## src/rtl/debouncer_multicanal.sv

```systemverilog
// N-channel push-button debouncer sharing one sample-tick prescaler.
// Optional long-press detection enabled by defining DEBOUNCER_MANTENIDO_EN.
module debouncer_multicanal #(
    parameter int CANALES    = 4,
    parameter int DIV_CUENTA = 75000,
    parameter int MUESTRAS   = 4,
    parameter int LARGO      = 200
) (
    input  logic               reloja,
    input  logic               reset_n,
    input  logic [CANALES-1:0] entrada,
    output logic [CANALES-1:0] arebote,
    output logic [CANALES-1:0] subida,
    output logic [CANALES-1:0] bajada,
    output logic               tick,
    output logic [CANALES-1:0] mantenido
);

    localparam int PW = $clog2(DIV_CUENTA);
    localparam int CW = $clog2(MUESTRAS + 1);
    localparam logic [PW-1:0] PRE_MAX  = PW'(DIV_CUENTA - 1);
    localparam logic [CW-1:0] CONT_MAX = CW'(MUESTRAS - 1);

    logic [PW-1:0]      pre;
    logic [CANALES-1:0] meta;
    logic [CANALES-1:0] sinc;
    logic [CW-1:0]      cont [CANALES];

    assign tick = (pre == PRE_MAX);

    always_ff @(posedge reloja or negedge reset_n) begin
        if (!reset_n) begin
            pre <= '0;
        end else if (tick) begin
            pre <= '0;
        end else begin
            pre <= pre + PW'(1);
        end
    end

    // Two-flop synchroniser, then per-channel qualification on each tick.
    always_ff @(posedge reloja or negedge reset_n) begin
        if (!reset_n) begin
            meta    <= '0;
            sinc    <= '0;
            arebote <= '0;
            subida  <= '0;
            bajada  <= '0;
            for (int i = 0; i < CANALES; i++) begin
                cont[i] <= '0;
            end
        end else begin
            meta   <= entrada;
            sinc   <= meta;
            subida <= '0;
            bajada <= '0;
            if (tick) begin
                for (int i = 0; i < CANALES; i++) begin
                    if (sinc[i] == arebote[i]) begin
                        cont[i] <= '0;
                    end else if (cont[i] == CONT_MAX) begin
                        arebote[i] <= sinc[i];
                        subida[i]  <= sinc[i];
                        bajada[i]  <= ~sinc[i];
                        cont[i]    <= '0;
                    end else begin
                        cont[i] <= cont[i] + CW'(1);
                    end
                end
            end
        end
    end

`ifdef DEBOUNCER_MANTENIDO_EN
    localparam int HW = $clog2(LARGO + 1);
    localparam logic [HW-1:0] HOLD_MAX = HW'(LARGO);
    localparam logic [HW-1:0] HOLD_PRE = HW'(LARGO - 1);

    logic [HW-1:0] hold [CANALES];

    // Saturating hold counter gives exactly one pulse per press.
    always_ff @(posedge reloja or negedge reset_n) begin
        if (!reset_n) begin
            mantenido <= '0;
            for (int i = 0; i < CANALES; i++) begin
                hold[i] <= '0;
            end
        end else begin
            mantenido <= '0;
            for (int i = 0; i < CANALES; i++) begin
                if (!arebote[i]) begin
                    hold[i] <= '0;
                end else if (tick && hold[i] != HOLD_MAX) begin
                    hold[i] <= hold[i] + HW'(1);
                    if (hold[i] == HOLD_PRE) begin
                        mantenido[i] <= 1'b1;
                    end
                end
            end
        end
    end
`else
    assign mantenido = '0;
`endif

endmodule
```

## config.mk

```make
export PLATFORM = sky130hd
export DESIGN_NAME = debouncer_multicanal
export DESIGN_NICKNAME = d
export VERILOG_FILES = /design/src/rtl/debouncer_multicanal.sv
export SDC_FILE = /design/constraint.sdc
export NUM_CORES = 1
export LEC_CHECK = 0
export ABC_AREA = 1
export ABC_CLOCK_PERIOD_IN_PS = 3100
export BUFFER_PORTS_ARGS = -buffer_cell sky130_fd_sc_hd__buf_2
export CORE_MARGIN = 8
export CORE_UTILIZATION = 59
export CTS_BUF_LIST = sky130_fd_sc_hd__clkbuf_4 sky130_fd_sc_hd__clkbuf_8
export CTS_CLUSTER_DIAMETER = 40
export DETAILED_ROUTE_END_ITERATION = 8
export HOLD_SLACK_MARGIN = 0.12
export PLACE_DENSITY = 0.8
export SYNTH_ARGS = -nofsm -noshare
export SYNTH_HDL_FRONTEND = slang
export SYNTH_SLANG_ARGS = --single-unit
```

## constraint.sdc

```tcl
create_clock -name reloja -period 3.1 [get_ports reloja]
set_input_delay 0.775 -clock reloja [delete_from_list [all_inputs] [get_ports reloja]]
set_output_delay 0.775 -clock reloja [all_outputs]
set_load 0.02 [all_outputs]
```

# After elaboration in Yosys (flattened, before gate mapping)

Cells that the tools add are included.

Output and inout bits: 17
Memory bits (writable): 0
Memories: 0
Memory bits (read-only): 0
Register bits: 49
Latch bits: 0
Bits of input ports: 6

Equal/unequal tests: 9
Order comparisons: 0
Multiply operators: 0
Reduce and logical (&&, ||, !) cells: 4
Divide/modulo/power cells: 0
Shift-type cells: 0
$add $sub $neg: 5
Bitwise gates (word level): 8
Muxes and demuxes: 27

Operators by type and width:

| operator                                                        | count |
|---|---|
| 3-bit two-way mux                                               | 8 |
| 17-bit by 1-bit adder with 17-bit output, second input constant | 1 |
| 17-bit == test, second input constant                           | 1 |
| 17-bit two-way mux                                              | 1 |
| 1-bit two-way mux                                               | 16 |
| 3-bit by 1-bit adder with 3-bit output, second input constant   | 4 |
| 3-bit by 2-bit == test with 1-bit output, second input constant | 4 |
| 3-bit AND reduction                                             | 4 |
| 4-bit two-way mux                                               | 2 |
| 1-bit inverter                                                  | 8 |
| 1-bit == test                                                   | 4 |

# Logic depth before layout (Yosys ltp)

Depth after elaboration: 4
Gate-level depth with buffers: 9
Depth with buffers taken out: 9

# Worst setup path before layout

Ideal clock, no wire load.

Path type: register to output
Start point: register pre[0]
End point: output port tick
Path buffers: 1
Cell stages (with the launch flop): 7
Required time: 2.325 ns
Setup slack: 1.175 ns
Data arrival time: 1.150 ns
Cell sequence: dfrtp_1 > ha_1 > nand2_2 > nor2_1 > nand2_1 > nor2_4 > buf_6

Word-level cells in the longest chain between the ends: 1

Ends and longest elaborated chain:

| element                | RTL line | text |
|---|---|---|
| from (decl)            | 24       | `logic [PW-1:0] pre;` |
| from (signal assigned) | 37       | `pre <= pre + PW'(1);` |
| 17-bit == test         | 29       | `assign tick = (pre == PRE_MAX);` |
| to (decl)              | 15       | `output logic tick,` |

No other way between the ends.

# Worst setup path after layout

Same ends and word-level chain as after synthesis.

==> results <==
- The run finished with clean final reports.
- Yosys printed 0 warnings.
- For the worst setup path, the data required time is 2320 ps.
- Fill cells in the final layout number 289.
- The number of hold buffers added after CTS was 0.
- The wire length per cell is 12.2 um.
- The post-synthesis sequential element count is 49.
- The buffer cell driving the clock tree root is clkbuf_8.
- The total overflow left after global routing is 0.
- After clock tree synthesis, the clock-pin slew on the worst setup and hold paths is 100 ps.
- The share of the clock period used by the worst path after layout is 0.837.
- After synthesis the cells add up to 2310 um2.
- The leakage power is 1.40 nW.
- The number of inserted diodes is 0.
- The signal arrival time at the worst endpoint is 1820 ps.
- The final sum of negative setup slack is 0 ps.
- The synthesis-to-layout area growth is 9.35%.
- In the post-synthesis netlist, the biggest area contributors are dfrtp_1, inv_1, nand2_1, nor2_1, nand3_1.
- The wire length after detailed routing is 4.10 mm.
- The clock latency of the later-clocked register in the worst-skew pair is 310 ps.
- The average instance in the mapped netlist occupies 8.80 um2.
- The worst hold path passes through 0 cells.
- Prior to clock tree synthesis, the placed netlist has a worst setup slack of 854 ps.
- The number of max-cap violations is 0.
- The type of the tightest min-delay check is reg2reg.
- The width of the die is 78.6 um.
- CTS built an H-tree with a depth of 2.
- The headroom to the max-slew limit is 0.554.
- The fraction of the core area covered by cells at the end of the flow is 0.681.
- Static timing analysis puts the maximum clock frequency at 385 MHz.
- The number of clock buffers inserted by TritonCTS is 5.
- By count the netlist is led by inv_1, dfrtp_1, nand2_1, nor2_1, nand3_1.
- The number of buffers on the longest clock path is 2.
- The share of final-layout standard cells stronger than drive strength 1 is 0.150.
- The vias after detailed routing is 1646.
- STA classifies the critical path startpoint as a flip-flop.
- The number of global-route vias before repair is 1661.
- The floorplan has 22 rows.
- CTS saw 49 sinks.
- The post-synthesis cell count is 263.
- The count of pins over their slew limit is 0.
- For the pin with the worst max-slew slack, the measured transition is 666 ps.
- The sequential fraction of the synthesis area is 0.530.
- The final hold violation count is 0.
- The worst register-to-register path has a depth of 6.
- The netlist uses 25 different library cells.
- The top-area cell type share of the netlist area is 0.530.
- The worst register-to-register path begins at pre[0].
- Counting flops with a built-in enable in the synthesized netlist gives 0.
- The source of the critical timing path is pre[0].
- The buffer count from post-CTS setup fixing is 0.
- Setup violations remaining at the end of the flow were counted as 0.
- The number of I/O pins is 23.
- The dominant register cell in the synthesized netlist is dfrtp_1.
- Between clock sinks in the finished design, the worst skew comes to 8.66 ps.
- The finished cells cover 2530 um2.
- The peak ir drop on the vdd network is 345 uV.
- The post-detailed-placement half-perimeter wirelength is 3.09 mm.
- The global placer's final weighted congestion is 0.846.
- The async set-reset flop share out of synthesis is 1.00.
- The number of remaining DRC errors is 0.
- For the finished layout, the period the worst path requires is 2600 ps.
- The via density per instance is 4.91.
- STA classifies the critical path endpoint as an output port.
- In the global route stage, overall resource usage came out at 0.145.
- For this configuration, the core starts out at a cell density of 0.623.
- Setup repair after global routing left no endpoint under its margin.
- The highest fanout seen on the critical path is 14.
- The worst min-delay path startpoint is meta[2].
- Gates resized during post-CTS repair numbered 0.
- The die covers 6180 um2.
- The wire length of the first global-routing pass is 7.20 mm.
- Once detail routing completed, the nets flagged for antenna violations numbered 0.
- Entering global routing, the biggest net connects 27 pins.
- TritonCTS built the clock tree.
- The number of violations reported at the end of detailed-routing iteration 0 is 119.
- Setup slack closes at 505 ps.
- The count of buffers from port buffering is 18.
- The initial antenna violation count is 0.
- The cell accounting for the most synthesized area is dfrtp_1.
- The iteration count of the initial detailed-routing pass is 5.
- The number of nets in the finished design is 297.
- The instance area after placement is 2440 um2.
- In this run the standard cell core region covers 3720 um2.
- Dividing total power by cell area gives a power density of 418 nW/um2.
- By instance count, the leading cell after synthesis is inv_1.
- The critical path class is reg2out.
- The chip height is 78.6 um.
[path summary, 6_finish.rpt]
check / to / slack [ps]
setup / recovery: tick / 500
hold / removal: sinc[2] / 350
setup reg to reg: cont[5] / 1160
hold reg to reg: sinc[2] / 350
max in group asynchronous: pre[2] / 1960
min in group asynchronous: cont[0] / 420
[registers in the layout (all words and copies together) (netlist names)]
name	cells
arebote	4
pre	17
meta	4
cont	12
subida	4
bajada	4
sinc	4
[layout by cell type (no fill, tap or decap), types with 3 or more instances in the layout]
master	netlist	routed
inv_1	52	52
dfrtp_1	49	49
nand2_1	39	39
nor2_1	31	31
nand3_1	21	21
buf_2	1	18
o21ai_0	16	16
xor2_1	11	11
ha_1	5	5
clkbuf_8	0	5
nand2_2	4	4
nand4_2	4	4
nand4_1	4	4
and2_1	4	4
conb_1	1	4
nor2_4	3	3
nor3_1	3	3
[worst max-delay path, cell delays in order (launching register included)]
cell,delay (ps)
dfrtp_1,380
ha_1,200
nand2_2,90
nor2_1,150
nand2_1,100
nor2_4,340
buf_2,240
[cells by family (layout without fill, tap and decap cells)]
kind of cell	count (synthesis)	after routing	share of synthesized area
AND/OR/NAND/NOR	116	116	0.242
buffers and inverters	60	81	0.108
flip-flops	49	49	0.530
AO/OA/AOI/OAI	20	20	0.0465
XOR/XNOR	12	12	0.0454
adder cells (fa/ha/maj)	5	5	0.0270
other	1	4	0.00162
[report_power, final]
part	switching (mW)	leakage, nW	internal (mW)
sequential	0.00272	0.652	0.644
combinational	0.0218	0.707	0.00549
clock	0.220	0.0447	0.163
[metal layers]
metal  up-vias  part of all wire  track usage
met5         -                 0            0
met4         0             0.013       0.0611
met3         5             0.035       0.0421
met2        23              0.52        0.253
met1       774              0.43        0.161
li1        844                 -            -
[layout make-up]
| type | instances | area (um2) | area share |
|---|---|---|---|
| clock buffer | 5 | 68.8 | 0.0272 |
| clock inverter | 3 | 25.0 | 0.00989 |
| inverter | 54 | 203 | 0.0801 |
| multi-input combinational | 157 | 851 | 0.336 |
| sequential | 49 | 1230 | 0.484 |
| tap | 48 | 60.1 | 0.0237 |
| timing repair buffer | 19 | 97.6 | 0.0386 |
[metrics by stage]
stage          cells  hold WS (ps)  total power, mW
2_1_floorplan    266           331            0.673
3_3_place_gp     327           333            0.686
3_5_place_dp     327           336            0.687
4_1_cts          335           357             1.07
5_1_grt          335           368             1.10
6_report         335           354             1.06
(Power assumes the default switching activity.)
